`src/rtl/ex_operand_forward.sv`:
```
// EX-stage operand resolution: registers ID codes/operands, converts stalls and flushes to bubbles.
// Latency: operands appear one cycle after the ID-stage codes; MEM/WB bypass values pass through combinationally.
// No backpressure: a load-use stall or a flush becomes an EX bubble, and the ID side holds its own state.
module ex_operand_forward #(
    parameter int DATA_W     = 32,
    parameter int REG_ADDR_W = 5,
    parameter int MAX_STALL  = 1,
    parameter int CNT_W      = 16
) (
    input  logic                  clk,
    input  logic                  reset_n,
    input  logic [2:0]            forward_data,
    input  logic [2:0]            forward_data2,
    input  logic [DATA_W-1:0]     rs1_data_id,
    input  logic [DATA_W-1:0]     rs2_data_id,
    input  logic                  flush,
    input  logic [DATA_W-1:0]     alu_result_mem,
    input  logic [DATA_W-1:0]     wb_data,
    input  logic [REG_ADDR_W-1:0] wb_rd,
    input  logic                  wb_reg_write,
    output logic [DATA_W-1:0]     operand1_ex,
    output logic [DATA_W-1:0]     operand2_ex,
    output logic                  bubble_ex,
    output logic [CNT_W-1:0]      stall_events,
    output logic                  protocol_err
);

    // Wide enough to hold MAX_STALL+1 so an overrun is still visible once saturated.
    localparam int STALL_W = $clog2(MAX_STALL + 2);

    localparam logic [2:0] FWD_RS     = 3'b000;
    localparam logic [2:0] FWD_MEM    = 3'b001;
    localparam logic [2:0] FWD_ILL_A  = 3'b010;
    localparam logic [2:0] FWD_WB_ALU = 3'b011;
    localparam logic [2:0] FWD_ILL_B  = 3'b100;
    localparam logic [2:0] FWD_WB_LD  = 3'b101;
    localparam logic [2:0] FWD_RET    = 3'b110;
    localparam logic [2:0] FWD_STALL  = 3'b111;

    logic [2:0]        sel1_q, sel1_d;
    logic [2:0]        sel2_q, sel2_d;
    logic [DATA_W-1:0] rs1_q, rs1_d;
    logic [DATA_W-1:0] rs2_q, rs2_d;
    logic [DATA_W-1:0] ret_data_q, ret_data_d;
    logic              bubble_q, bubble_d;
    logic [STALL_W-1:0] stall_cnt_q, stall_cnt_d;
    logic [CNT_W-1:0]  stall_events_q, stall_events_d;
    logic              protocol_err_q, protocol_err_d;

    logic stall_req;
    logic illegal_sel;
    logic stall_overrun;

    function automatic logic is_illegal(input logic [2:0] code);
        return (code == FWD_ILL_A) || (code == FWD_ILL_B);
    endfunction

    // Codes 010/100 are undefined and fall back to the register-file value.
    function automatic logic [DATA_W-1:0] resolve(
        input logic [2:0]        code,
        input logic [DATA_W-1:0] rs_val,
        input logic [DATA_W-1:0] mem_val,
        input logic [DATA_W-1:0] wb_val,
        input logic [DATA_W-1:0] ret_val
    );
        logic [DATA_W-1:0] res;
        res = rs_val;
        case (code)
            FWD_MEM:               res = mem_val;
            FWD_WB_ALU, FWD_WB_LD: res = wb_val;
            FWD_RET:               res = ret_val;
            default:               res = rs_val;
        endcase
        return res;
    endfunction

    // Next-state: flush beats stall beats normal capture; retire buffer and error flag update independently.
    always_comb begin
        sel1_d         = sel1_q;
        sel2_d         = sel2_q;
        rs1_d          = rs1_q;
        rs2_d          = rs2_q;
        bubble_d       = bubble_q;
        stall_cnt_d    = stall_cnt_q;
        stall_events_d = stall_events_q;
        protocol_err_d = protocol_err_q;

        stall_req     = (forward_data == FWD_STALL) || (forward_data2 == FWD_STALL);
        illegal_sel   = is_illegal(sel1_q) || is_illegal(sel2_q);
        stall_overrun = (stall_cnt_q >= STALL_W'(MAX_STALL));

        // An illegal code sitting in EX this cycle is reported at the coming edge.
        if (illegal_sel) begin
            protocol_err_d = 1'b1;
        end

        if (flush) begin
            sel1_d      = FWD_RS;
            sel2_d      = FWD_RS;
            rs1_d       = '0;
            rs2_d       = '0;
            bubble_d    = 1'b1;
            stall_cnt_d = '0;
        end else if (stall_req) begin
            sel1_d   = FWD_RS;
            sel2_d   = FWD_RS;
            rs1_d    = '0;
            rs2_d    = '0;
            bubble_d = 1'b1;
            if (stall_cnt_q != {STALL_W{1'b1}}) begin
                stall_cnt_d = stall_cnt_q + STALL_W'(1);
            end
            if (stall_events_q != {CNT_W{1'b1}}) begin
                stall_events_d = stall_events_q + CNT_W'(1);
            end
            // This stall cycle would push the run past the legal length.
            if (stall_overrun) begin
                protocol_err_d = 1'b1;
            end
        end else begin
            sel1_d      = forward_data;
            sel2_d      = forward_data2;
            rs1_d       = rs1_data_id;
            rs2_d       = rs2_data_id;
            bubble_d    = 1'b0;
            stall_cnt_d = '0;
        end

        // Writes to x0 are architecturally discarded, so they must not refresh the buffer.
        ret_data_d = ret_data_q;
        if (wb_reg_write && (wb_rd != '0)) begin
            ret_data_d = wb_data;
        end
    end

    // Pipeline and status registers; reset leaves EX holding a bubble.
    always_ff @(posedge clk or negedge reset_n) begin
        if (!reset_n) begin
            sel1_q         <= FWD_RS;
            sel2_q         <= FWD_RS;
            rs1_q          <= '0;
            rs2_q          <= '0;
            ret_data_q     <= '0;
            bubble_q       <= 1'b1;
            stall_cnt_q    <= '0;
            stall_events_q <= '0;
            protocol_err_q <= 1'b0;
        end else begin
            sel1_q         <= sel1_d;
            sel2_q         <= sel2_d;
            rs1_q          <= rs1_d;
            rs2_q          <= rs2_d;
            ret_data_q     <= ret_data_d;
            bubble_q       <= bubble_d;
            stall_cnt_q    <= stall_cnt_d;
            stall_events_q <= stall_events_d;
            protocol_err_q <= protocol_err_d;
        end
    end

    // Operand mux from registered selects; a bubble drives zeros so nothing leaks into the ALU.
    always_comb begin
        operand1_ex = '0;
        operand2_ex = '0;
        if (!bubble_q) begin
            operand1_ex = resolve(sel1_q, rs1_q, alu_result_mem, wb_data, ret_data_q);
            operand2_ex = resolve(sel2_q, rs2_q, alu_result_mem, wb_data, ret_data_q);
        end
    end

    assign bubble_ex    = bubble_q;
    assign stall_events = stall_events_q;
    assign protocol_err = protocol_err_q;

endmodule

```
`config.mk`:
```
export PLATFORM = sky130hd
export DESIGN_NAME = ex_operand_forward
export DESIGN_NICKNAME = d
export VERILOG_FILES = /design/src/rtl/ex_operand_forward.sv
export SDC_FILE = /design/constraint.sdc
export NUM_CORES = 1
export LEC_CHECK = 0
export CAP_MARGIN = 10
export CORE_AREA = 2 2 118 120
export DETAILED_ROUTE_END_ITERATION = 6
export DIE_AREA = 0 0 120 122
export HOLD_SLACK_MARGIN = 0.06
export PLACE_DENSITY = 0.95
export SYNTH_ARGS = -nofsm -noshare
export SYNTH_HDL_FRONTEND = slang
export SYNTH_SLANG_ARGS = --single-unit
```
`constraint.sdc`:
```
create_clock -name clk -period 5.2 [get_ports clk]
set_input_delay 1.04 -clock clk [delete_from_list [all_inputs] [get_ports clk]]
set_output_delay 1.04 -clock clk [all_outputs]
set_load 0.01 [all_outputs]
```
* Word-level counts from Yosys, hierarchy flattened
Cells that the tools add are included.
Operators by class: $add $sub $neg 2, $lt $le $gt $ge 1, eq/ne operators 17, multiplexer cells 21, bitwise gates (word level) 1, reductions and logical operators 9
Operators with widths (count):
- $mux 32 | 6
- $pmux 32 s3 | 2
- $eq 3x3->1 const B | 8
- $add 16x1->16 const B | 1
- $ne 16x16->1 const B | 1
- $eq 3x2->1 const B | 4
- $mux 3 | 4
- $eq 3x1->1 const B | 2
- $mux 1 | 6
- $mux 2 | 3
- $reduce_bool 5->1 | 1
- $logic_or 1x1->1 | 4
- $reduce_or 2->1 | 2
- $ne 3x2->1 const B | 1
- $reduce_and 3->1 | 1
- $add 2x1->2 const B | 1
- $ge 2x1->1 const B | 1
- $ne 2x2->1 const B | 1
- $logic_and 1x1->1 | 1
- $not 1->1 | 1
Word-level totals: register bits 122, input bits 143, logic and storage cells 60

* Logic depth before layout (Yosys ltp)
depth in word-level cells 7, depth in mapped cells 7, depth with buffers taken out 5

* Worst setup path before layout
No wires, ideal clock.
kind input port to output port, start point input port wb_data[10], end point output port operand1_ex[10], arrival time 1.679 ns, path slack 2.481 ns, stages 3, buffers on the path 0, cells stage by stage mux2_2 -> a222oi_1 -> nor2_1
Between the ends: cells in the longest elaborated chain, start to end 2
Ends and longest elaborated chain:
- from (decl) | line 18 | input logic [DATA_W-1:0] wb_data,
- $pmux 32 s3 | line 68 | case (code)
- $mux 32 | line 165 | if (!bubble_q) begin
- to (decl) | line 21 | output logic [DATA_W-1:0] operand1_ex,
Every way passes these cells.

* Worst setup path after layout
start point register sel1_q[2], end point output port operand1_ex[29]
Between the ends: cells in the longest elaborated chain, start to end 4, elaborated cells between the ends (all ways) 7, classes of those cells eq/ne: 4; mux: 2; reduce/logical: 1
Ends and longest elaborated chain:
- from (decl) | line 40 | logic [2:0] sel1_q, sel1_d;
- from (signal assigned) | line 149 | sel1_q <= sel1_d;
- $eq 3x2->1 or $eq 3x3->1 (tied branches) | line 68
- $reduce_or 2->1 | line 68
- $pmux 32 s3 * | line 68
- $mux 32 * | line 165
Every way passes the cells marked *; elsewhere a longest branch is shown, timed or not.

==> out/results.tsv <==
metric	value	unit
status	complete, but fails checks	
violations	DRC	
grt_pass1_wl	32.0	mm
slew_headroom	13.2	%
first_global_vias	6094	
synth_cell_types	41	
n_antenna_cell	0	
yosysSeqAreaShare	47.1	%
max_freq	0.233	GHz
finalCriticalPeriod	4.29	ns
num-nets-final	963	
pwr-share-clk	40.1	%
powerDensity	302	nW/um^2
fin_crit_sh	82.4	%
p_comb_share	20.5	%
p_switching	0.745	mW
dp_hpwl	13.8	mm
yosys_register_bits	122	
grt_remaining_overflow	0	
finish.utilization	69.3	%
vias	6153	
hp-start	protocol_err$_DFF_PN0_	
setup_violations	0	
crit_start	sel1_q[2]$_DFF_PN0_	
hold_path_class	register to register	
port_buffers	224	
ios	225	
critPathKind	register to primary output	
slowest_stage	xnor2_2	
worst_pin_slew	1.30	ns
synth_cells	623	
final_area	9350	um^2
finish.cell_count_without_fillers	1007	
p_seq_share	39.5	%
crit_buf_inv	1	
clkLatencyLatePin	0.40	ns
cts_tree	yes	
syn_nets	769	
viasPerCell	6.11	
fin_tns_setup	0	ns
core_area	13500	um^2
cts_setup_buffers	0	
rsz0062_at_grt	false	
wl_per_cell	20.6	um
clock_skew	0.00492	ns
required	4.16	ns
crit_family	XOR/XNOR gates	
dpl_cell_area	8790	um^2
grt_max_degree	76	
power.internal	2.08	mW
worstReg2RegStart	stall_events[0]$_DFFE_PN0P_	
start_util	48.0	%
dieHeight	122	um
drv_slew	0	
drcViolationCount	5	
slowest_delay	0.85	ns
place.gp.congestion	0.849	
firstDrtPassIters	7	
antenna_found_initial	0	
ctsResizeCount	0	
critPathArrivalTime	3.25	ns
ys_warn_count	0	
die-area	14600	um^2
cts-root-buf	clkbuf_16	
cap_violations	0	
ant_nets	0	
synth_area	6480	um^2
grt_util_all_layers	28.2	%
postCtsHoldBufs	0	
cts_buffer_depth	2	
cts_max_level	4	
cts.sinks	122	
die_w	120	um
sw_frac_of_total	26.4	%
cts_buffers	17	
avgSynthCellArea	10.4	um^2
cp-start-kind	register	
final_hold_viol_count	0	
crit_chain	nand2_1 -> xnor2_2 -> o21ai_0 -> a21oi_1 -> clkdlybuf4s50_1	
drive_gt1_share	11.1	%
p_leak	3.81	nW
syn2layout_area_growth	44.4	%
clk_pin_slew_worst_paths	0.05	ns
worstSetupEndpointType	primary output	
num_rows	43	
ir_worst_vdd	0.198	mV
drtIter0Drc	693	
worstPathMaxFanout	23	
placed_cells	978	
wirelength	20.8	mm
[area by class of cell]
type	instances	area [um^2]
fillers	958	4150
multi-input cells	440	3190
flip-flops and latches	122	3060
repair buffers	233	2310
clock buffers	21	470
well taps	180	225
clock inverters	8	96.3
inverters	3	11.3
[registers in the layout, summed over array words and instances (netlist names)]
| register | flops |
|---|---|
| bubble_ex | 1 |
| protocol_err | 1 |
| ret_data_q | 32 |
| rs1_q | 32 |
| rs2_q | 32 |
| sel1_q | 3 |
| sel2_q | 3 |
| stall_cnt_q | 2 |
| stall_events | 16 |
[stage by stage]
| step | worst slack, ns | hold WS (ns) | power, mW |
|---|---|---|---|
| 2_1_floorplan | 2.48 | 0.486 | 1.37 |
| 6_report | 0.913 | 0.480 | 2.82 |
| 3_3_place_gp | 1.33 | 0.463 | 1.68 |
| 5_1_grt | 0.658 | 0.513 | 2.93 |
| 3_5_place_dp | 1.32 | 0.472 | 1.70 |
| 4_1_cts | 0.884 | 0.485 | 2.83 |
[layer usage]
metal	up-vias	share of wire, %	track usage, %
li1	2717	-	-
met5	-	0	0
met2	415	48	45.0
met4	0	2.5	11.9
met1	2970	40	36.2
met3	51	9.1	7.96
[power groups by stage]
stage | registers (mW) | clock network, mW | logic, mW
2_1_floorplan | 1.09 | 0 | 0.279
6_report | 1.11 | 1.13 | 0.578
4_1_cts | 1.11 | 1.14 | 0.576
5_1_grt | 1.12 | 1.19 | 0.620
3_3_place_gp | 1.12 | 0 | 0.559
3_5_place_dp | 1.13 | 0 | 0.571
[worst reg2reg max path: cells and delay by family (launching register included)]
family | cells | cell delay (ns)
AND/OR/NAND/NOR | 3 | 0.95
flip-flops | 1 | 0.43
multiplexers | 1 | 0.29
buffers and inverters | 1 | 0.28
adder cells (fa/ha/maj) | 1 | 0.24
[final timing paths]
path	end	slack (ns)	cells past startpoint
worst min register to register	protocol_err$_DFF_PN0_	0.48	2
worst min-delay path	protocol_err$_DFF_PN0_	0.48	2
max in group asynchronous	rs2_q[4]$_DFF_PN0_	3.22	2
min in group asynchronous	rs1_q[17]$_DFF_PN0_	0.77	1
worst max-delay path	operand1_ex[29]	0.91	5
worst max register to register	stall_events[1]$_DFFE_PN0P_	2.89	6
[logic make-up (layout without fill, tap and decap cells)]
kind of cell	Yosys count	count (layout)	synth area share, %
AO/OA/AOI/OAI	201	201	20.8
AND/OR/NAND/NOR	146	146	12.9
flip-flops	122	122	47.1
multiplexers	68	68	11.3
buffers and inverters	61	265	4.27
XOR/XNOR	22	22	2.97
adder cells (fa/ha/maj)	3	3	0.579
[synthesized netlist by cell type (all sizes together)]
master	instances	area (um^2)
buf	19	119
nor4	3	18.8
xnor2	7	61.3
a22o	20	175
and3	2	12.5
dfstp	1	26.3
nand3	7	35.0
nor3	3	15.0
nand4	6	37.5
o21ai	26	141
or2	3	18.8
nor2b	3	18.8
mux2i	25	250
dfrtp	121	3030
nand3b	1	7.51
o22ai	64	400
a21oi	48	240
or4	1	11.3
nor2	26	97.6
a22oi	2	15.0
nand2b	2	12.5
nor3b	2	15.0
and2	72	450
a211oi	20	150
inv	3	11.3
a221oi	1	8.76
xor2	15	131
nor4b	4	41.3
and4	1	8.76
nand2	10	37.5
ha	3	37.5
clkbuf	39	146
a2111oi	1	27.5
a21o	1	7.51
a222oi	18	180
mux2	43	484
[cells in the final DEF, fill, tap and decap left out, types with 4 or more instances in the layout]
master           count
nand2_1             10
a222oi_1            18
xor2_1              15
nor2_1              25
o21ai_0             25
and2_1              72
mux2_1               4
mux2_2              39
a22o_1              20
mux2i_1             25
nand3_1              7
clkbuf_16           17
o22ai_1             64
a21oi_1             48
a211oi_1            20
clkdlybuf4s50_1    223
dfrtp_1            119
clkinv_2             4
xnor2_1              4
nand4_1              6
buf_4               10
(Power assumes the default switching activity.)
